--- src/rtl/cpu_pkg.sv ---
// Shared definitions for the fetch/decode stage and the ALU: opcodes, FSM states,
// write-back source encodings and the decoded-instruction payload.
package cpu_pkg;

  localparam int unsigned INSTR_W = 8;
  localparam int unsigned OP_W    = 5;
  localparam int unsigned REG_W   = 3;
  localparam int unsigned IMM_W   = 8;

  // Prefix patterns: AND/ADD carry rd in the low opcode bits, SET carries its immediate.
  localparam logic [1:0] OP_AND_PFX = 2'b00;
  localparam logic [1:0] OP_ADD_PFX = 2'b01;
  localparam logic [2:0] OP_SET_PFX = 3'b110;

  localparam logic [OP_W-1:0] OP_SLT     = 5'b10000;
  localparam logic [OP_W-1:0] OP_HALT    = 5'b10001;
  localparam logic [OP_W-1:0] OP_LOAD    = 5'b10010;
  localparam logic [OP_W-1:0] OP_STORE   = 5'b10011;
  localparam logic [OP_W-1:0] OP_ABS     = 5'b10100;
  localparam logic [OP_W-1:0] OP_SEQ     = 5'b10101;
  localparam logic [OP_W-1:0] OP_BRANCHB = 5'b10110;
  localparam logic [OP_W-1:0] OP_NOP     = 5'b10111;
  localparam logic [OP_W-1:0] OP_SLL     = 5'b11100;
  localparam logic [OP_W-1:0] OP_SRL     = 5'b11101;
  localparam logic [OP_W-1:0] OP_BRANCH  = 5'b11110;
  localparam logic [OP_W-1:0] OP_SUB     = 5'b11111;

  localparam logic [REG_W-1:0] REG_R2 = 3'd2;
  localparam logic [REG_W-1:0] REG_R5 = 3'd5;
  localparam logic [REG_W-1:0] REG_R6 = 3'd6;
  localparam logic [REG_W-1:0] REG_R7 = 3'd7;

  typedef enum logic [2:0] {
    FETCH     = 3'd0,
    DECODE    = 3'd1,
    EXECUTE   = 3'd2,
    MEM       = 3'd3,
    WRITEBACK = 3'd4,
    HALT      = 3'd5
  } state_e;

  typedef enum logic [1:0] {
    WB_ALU = 2'd0,
    WB_IMM = 2'd1,
    WB_MEM = 2'd2
  } wb_src_e;

  typedef struct packed {
    logic [OP_W-1:0]  opcode;
    logic [REG_W-1:0] rs;
    logic [REG_W-1:0] rt;
    logic [REG_W-1:0] rd;
    logic [IMM_W-1:0] imm;
    wb_src_e          wb_src;
    logic             is_branch;
    logic             is_branchb;
    logic             is_mem;
    logic             is_store;
    logic             is_cmp;
    logic             is_halt;
    logic             writes_reg;
  } dec_t;

endpackage

--- src/rtl/instr_decoder.sv ---
// Combinational instruction decode: instruction word to register selects,
// immediate, write-back source and instruction class flags.
module instr_decoder
  import cpu_pkg::*;
(
  input  logic [INSTR_W-1:0] instr_i,
  output dec_t               dec_o
);

  logic [OP_W-1:0]  op;
  logic [REG_W-1:0] r_lo;

  assign op   = instr_i[7:3];
  assign r_lo = instr_i[2:0];

  always_comb begin
    dec_o        = '0;
    dec_o.opcode = op;
    dec_o.imm    = {3'b000, instr_i[4:0]};
    dec_o.wb_src = WB_ALU;

    if (instr_i[7:6] == OP_AND_PFX || instr_i[7:6] == OP_ADD_PFX) begin
      dec_o.rd         = instr_i[5:3];
      dec_o.rs         = r_lo;
      dec_o.rt         = REG_R7;
      dec_o.writes_reg = 1'b1;
    end else if (instr_i[7:5] == OP_SET_PFX) begin
      dec_o.rd         = REG_R7;
      dec_o.wb_src     = WB_IMM;
      dec_o.writes_reg = 1'b1;
    end else begin
      case (op)
        OP_SLL, OP_SRL, OP_ABS: begin
          dec_o.rd         = r_lo;
          dec_o.rs         = r_lo;
          dec_o.rt         = REG_R7;
          dec_o.writes_reg = 1'b1;
        end
        OP_SUB: begin
          dec_o.rs         = REG_R2;
          dec_o.rt         = REG_R5;
          dec_o.rd         = r_lo;
          dec_o.writes_reg = 1'b1;
        end
        OP_SLT: begin
          dec_o.rs     = REG_R6;
          dec_o.rt     = REG_R7;
          dec_o.is_cmp = 1'b1;
        end
        OP_SEQ: begin
          dec_o.rs     = r_lo;
          dec_o.rt     = REG_R7;
          dec_o.is_cmp = 1'b1;
        end
        OP_BRANCH: begin
          dec_o.rs        = r_lo;
          dec_o.is_branch = 1'b1;
        end
        OP_BRANCHB: begin
          dec_o.rs         = r_lo;
          dec_o.is_branchb = 1'b1;
        end
        OP_LOAD: begin
          dec_o.rs         = REG_R7;
          dec_o.rd         = r_lo;
          dec_o.wb_src     = WB_MEM;
          dec_o.is_mem     = 1'b1;
          dec_o.writes_reg = 1'b1;
        end
        OP_STORE: begin
          dec_o.rs       = REG_R7;
          dec_o.rt       = r_lo;
          dec_o.is_mem   = 1'b1;
          dec_o.is_store = 1'b1;
        end
        OP_HALT: dec_o.is_halt = 1'b1;
        default: ;
      endcase
    end
  end

endmodule

--- src/rtl/fetch_decode_ctrl.sv ---
// Multi-cycle fetch/decode/sequencing stage feeding the 8-bit ALU: owns PC,
// condition bit, branches, the load/store handshake and halt.
module fetch_decode_ctrl
  import cpu_pkg::*;
#(
  parameter int unsigned         PC_W     = 8,
  parameter logic [PC_W-1:0]     RESET_PC = '0
) (
  input  logic                 clk_i,
  input  logic                 rst_i,
  output logic [PC_W-1:0]      imem_addr_o,
  input  logic [INSTR_W-1:0]   imem_data_i,
  output logic [OP_W-1:0]      opcode_o,
  output logic [REG_W-1:0]     rs_sel_o,
  output logic [REG_W-1:0]     rt_sel_o,
  output logic [REG_W-1:0]     rd_sel_o,
  output logic [IMM_W-1:0]     imm_o,
  output logic [1:0]           wb_src_o,
  output logic                 reg_we_o,
  input  logic [7:0]           rs_data_i,
  input  logic                 set_i,
  output logic                 mem_req_o,
  output logic                 mem_we_o,
  input  logic                 mem_ready_i,
  output logic                 cb_o,
  output logic                 halted_o
);

  state_e          state_q, state_d;
  logic [PC_W-1:0] pc_q, pc_d;
  logic            cb_q, cb_d;
  dec_t            dec_q, dec_d;
  dec_t            dec_c;
  logic            reg_we_q, reg_we_d;
  logic            mem_req_q, mem_req_d;
  logic            mem_we_q, mem_we_d;
  logic            halted_q, halted_d;

  instr_decoder u_dec (
    .instr_i (imem_data_i),
    .dec_o   (dec_c)
  );

  // Sequencing, PC/CB update and registered enables (derived from the next state).
  always_comb begin
    state_d = state_q;
    pc_d    = pc_q;
    cb_d    = cb_q;
    dec_d   = dec_q;

    case (state_q)
      FETCH:   state_d = DECODE;
      DECODE: begin
        dec_d   = dec_c;
        state_d = EXECUTE;
      end
      EXECUTE: begin
        if (dec_q.is_halt)     state_d = HALT;
        else if (dec_q.is_mem) state_d = MEM;
        else                   state_d = WRITEBACK;
      end
      MEM: begin
        if (mem_ready_i) state_d = WRITEBACK;
      end
      WRITEBACK: begin
        state_d = FETCH;
        if (dec_q.is_cmp) cb_d = set_i;
        // Taken-branch decision uses CB as it stood on entry to this state.
        if (dec_q.is_branch && cb_q)       pc_d = rs_data_i[PC_W-1:0];
        else if (dec_q.is_branchb && cb_q) pc_d = pc_q - rs_data_i[PC_W-1:0];
        else                               pc_d = pc_q + PC_W'(1);
      end
      HALT:    state_d = HALT;
      default: state_d = FETCH;
    endcase

    reg_we_d  = (state_d == WRITEBACK) && dec_d.writes_reg;
    mem_req_d = (state_d == MEM);
    mem_we_d  = (state_d == MEM) && dec_d.is_store;
    halted_d  = (state_d == HALT);
  end

  always_ff @(posedge clk_i) begin
    if (rst_i) begin
      state_q   <= FETCH;
      pc_q      <= RESET_PC;
      cb_q      <= 1'b0;
      dec_q     <= '0;
      reg_we_q  <= 1'b0;
      mem_req_q <= 1'b0;
      mem_we_q  <= 1'b0;
      halted_q  <= 1'b0;
    end else begin
      state_q   <= state_d;
      pc_q      <= pc_d;
      cb_q      <= cb_d;
      dec_q     <= dec_d;
      reg_we_q  <= reg_we_d;
      mem_req_q <= mem_req_d;
      mem_we_q  <= mem_we_d;
      halted_q  <= halted_d;
    end
  end

  assign imem_addr_o = pc_q;
  assign opcode_o    = dec_q.opcode;
  assign rs_sel_o    = dec_q.rs;
  assign rt_sel_o    = dec_q.rt;
  assign rd_sel_o    = dec_q.rd;
  assign imm_o       = dec_q.imm;
  assign wb_src_o    = dec_q.wb_src;
  assign reg_we_o    = reg_we_q;
  assign mem_req_o   = mem_req_q;
  assign mem_we_o    = mem_we_q;
  assign cb_o        = cb_q;
  assign halted_o    = halted_q;

endmodule

--- config.mk ---
export PLATFORM = sky130hd
export DESIGN_NAME = fetch_decode_ctrl
export DESIGN_NICKNAME = d
export VERILOG_FILES = /design/src/rtl/cpu_pkg.sv /design/src/rtl/instr_decoder.sv /design/src/rtl/fetch_decode_ctrl.sv
export SDC_FILE = /design/constraint.sdc
export NUM_CORES = 1
export LEC_CHECK = 0
export CAP_MARGIN = 30
export CORE_ASPECT_RATIO = 0.5
export CORE_MARGIN = 4
export CORE_UTILIZATION = 56
export CTS_BUF_LIST = sky130_fd_sc_hd__clkbuf_8
export CTS_CLUSTER_SIZE = 10
export DETAILED_ROUTE_END_ITERATION = 12
export GPL_ROUTABILITY_DRIVEN = 1
export PLACE_DENSITY = 0.87
export SLEW_MARGIN = 40
export SYNTH_ARGS = -nofsm -noshare
export SYNTH_HDL_FRONTEND = slang
export SYNTH_SLANG_ARGS = --single-unit
--- constraint.sdc ---
create_clock -name clk_i -period 4.7 [get_ports clk_i]
set_input_delay 0.705 -clock clk_i [delete_from_list [all_inputs] [get_ports clk_i]]
set_output_delay 0.705 -clock clk_i [all_outputs]
set_load 0.005 [all_outputs]
==> impl_metrics.tcl <==
set metrics [dict create \
    status "finished clean" \
    grt_setup_unrepaired "false" \
    post_cts_buffers 0 \
    tritoncts "yes" \
    grt_max_degree 42 \
    grt-busiest-layer "met2" \
    worstHoldPathType "reg2reg" \
    p_per_area_nw_per_um2 321 \
    row_count 16 \
    synth_top_family_by_area "simple AND/OR/NAND/NOR gates" \
    drtPass1Iterations 5 \
    cp.required_ps 4870 \
    hold_path_startpoint "imm_o[0]" \
    via_count 2293 \
    fin_hold_ws_ps 455 \
    finalNonFillerCells 397 \
    criticalPathCategory "in2reg" \
    setup_viol 0 \
    grt_antenna_before_repair 0 \
    cp-startpoint "rs_data_i[1]" \
    timing.rr.start "cb_o" \
    root_buffer "clkbuf_8" \
    grtUsageMet2_pct 37.7 \
    drive_above_1_share_pct 5.25 \
    fp.dieW_um 101 \
    netlist_area_um2 2450 \
    antenna_cells 0 \
    slew_viol_final 0 \
    io_pins 57 \
    period_needed_ps 2690 \
    synth_area_leaders "dfxtp_1 34%, buf_4 7.4%, nor2_1 6.6%, nand2_1 6.1%, a21oi_1 5.7%" \
    use_met1_pct 26.2 \
    synth_seq_cells 42 \
    yosysUniqueCellTypes 53 \
    area.growth.synth_to_final_pct 19.0 \
    gp_congestion 0.861 \
    routed_via_density 5.78 \
    synth_xor_area_share_pct 0.358 \
    initial_core_util_pct 60.5 \
    fmax_mhz 372 \
    hpwl_mm 3.99 \
    cap_viol_max_count 0 \
    synth.largest_area_cell "dfxtp_1" \
    met3_usage_pct 4.33 \
    synth_common_cells "43 x nor2_1, 42 x dfxtp_1, 40 x nand2_1, 28 x a21oi_1, 24 x buf_4" \
    worstMarginPinSlew_ps 618 \
    peakVddDrop_uv 227 \
    cts_hold_buf 0 \
    finalNetCount 370 \
    wl_per_cell_um 14.3 \
    dieArea_um2 5550 \
    synth-warning-count 0 \
    grtUsageTotal_pct 21.1 \
    ant_nets 0 \
    leakage_uw 0.00109 \
    synth_compound_area_share_pct 20.8 \
    drtIter0Drc 151 \
    htree_num_levels 2 \
    reg2reg_slack_ps 2140 \
    worstSkewPairLatency_ps 300 \
    skew_ps 6.11 \
    slew_headroom_pct 58.7 \
    drc_errors 0 \
    grt_pass1_wl_mm 9.18 \
    cts_buffer_depth 2 \
    fin_util_pct 72.0 \
    finalHoldViolCount 0 \
    grt_pass1_vias 2064 \
    synthAdderAreaFrac_pct 4.40 \
    fp.dieH_um 54.7 \
    critPathLaunchType "input port" \
    avgSynthCellArea_um2 7.64 \
    synth_most_common_cell "nor2_1" \
    async_flop_share_pct 0 \
    cp-end-kind "flip-flop" \
    clkSinkCount 42 \
    cts_resized 0 \
    gr-total-overflow 0 \
    design.core.area_um2 4040 \
    path_clk_slew_ps 80 \
    syn_inst 320 \
    fin_crit_sh_pct 57.2 \
    dp_cells 389 \
    cp.arrival_ps 2850 \
    synth_ff_type "dfxtp_1" \
    ys_seq_area_share_pct 34.4 \
    fin_setup_tns_ps 0 \
    synth.top_cell.area_share_pct 34.4 \
    synth_edf_count 0 \
    path_max_fanout 4 \
    port_buffers 53 \
    wl_mm 5.69 \
    muxShareOfSynthArea_pct 1.28 \
    synth-simple-area-share_pct 25.9 \
    numCtsBuffers 5 \
]
metal layers:
layer | routed length [um] | vias up
met3 | 464 | 10
met4 | 68 | 0
li1 | - | 1144
met1 | 2380 | 1034
met2 | 2770 | 105
met5 | 0 | -
cell usage in the layout, fill, tap and decap left out, types with 4 or more instances in the layout:
master,Yosys,final
clkdlybuf4s50_1,0,53
nor2_1,43,43
dfxtp_1,42,42
nand2_1,40,40
a21oi_1,28,28
nor3_1,14,14
inv_1,11,13
o21ai_0,12,12
nand3_1,8,8
ha_1,7,7
a211oi_1,6,6
a32oi_1,6,6
clkbuf_8,0,5
o22ai_1,4,4
nand4_1,4,4
state kept, by name (all words and copies together), names as in the netlist:
name	count
mem_req_o	1
rd_sel_o	3
mem_we_o	1
state_q	3
opcode_o	5
rt_sel_o	3
dec_q	7
reg_we_o	1
cb_o	1
rs_sel_o	3
halted_o	1
imem_addr_o	8
imm_o	3
wb_src_o	2
through the flow:
step	worst slack (ps)	area [um2]	total power, uW
global placement	1750	2800	656
detailed placement	1710	2800	665
finish	2010	2910	935
global route	1900	2910	984
CTS	2020	2910	939
floorplan	2230	2450	595
worst max-delay path, cell delays in order:
cell,delay (ps)
clkdlybuf4s50_1,420
or2_2,330
inv_1,70
ha_1,220
nor2b_4,130
o31a_1,280
or4_1,400
a32oi_1,200
a211oi_1,90
final timing paths:
| check | cells past startpoint | end |
|---|---|---|
| min | 2 | imm_o[0] |
| max | 9 | imem_addr_o[5] |
| min reg2reg | 2 | imm_o[0] |
| max reg2reg | 9 | imem_addr_o[5] |
cell type report:
class	instances	area (um2)
Inverter	11	41.3
Sequential cell	42	841
Tap cell	54	67.6
Timing Repair Buffer	56	553
Clock buffer	5	68.8
Multi-Input combinational cell	226	1300
Clock inverter	3	37.5
Fill cell	348	1130
where the power goes:
part | switching, uW | internal [uW]
logic | 124 | 120
registers | 24.0 | 391
clock network | 122 | 155
logic make-up (layout without fill, tap and decap cells):
kind of cell               after synthesis  after routing
AOI/OAI and AO/OA                       79             79
xor gates and xnor gates                 1              1
adders and majority gates                8              8
buffers and inverters                   54             75
DFF                                     42             42
muxes                                    3              3
other                                    1              3
and+or+nand+nor                        132            132
Note: power is estimated with default switching activity, not from simulation.
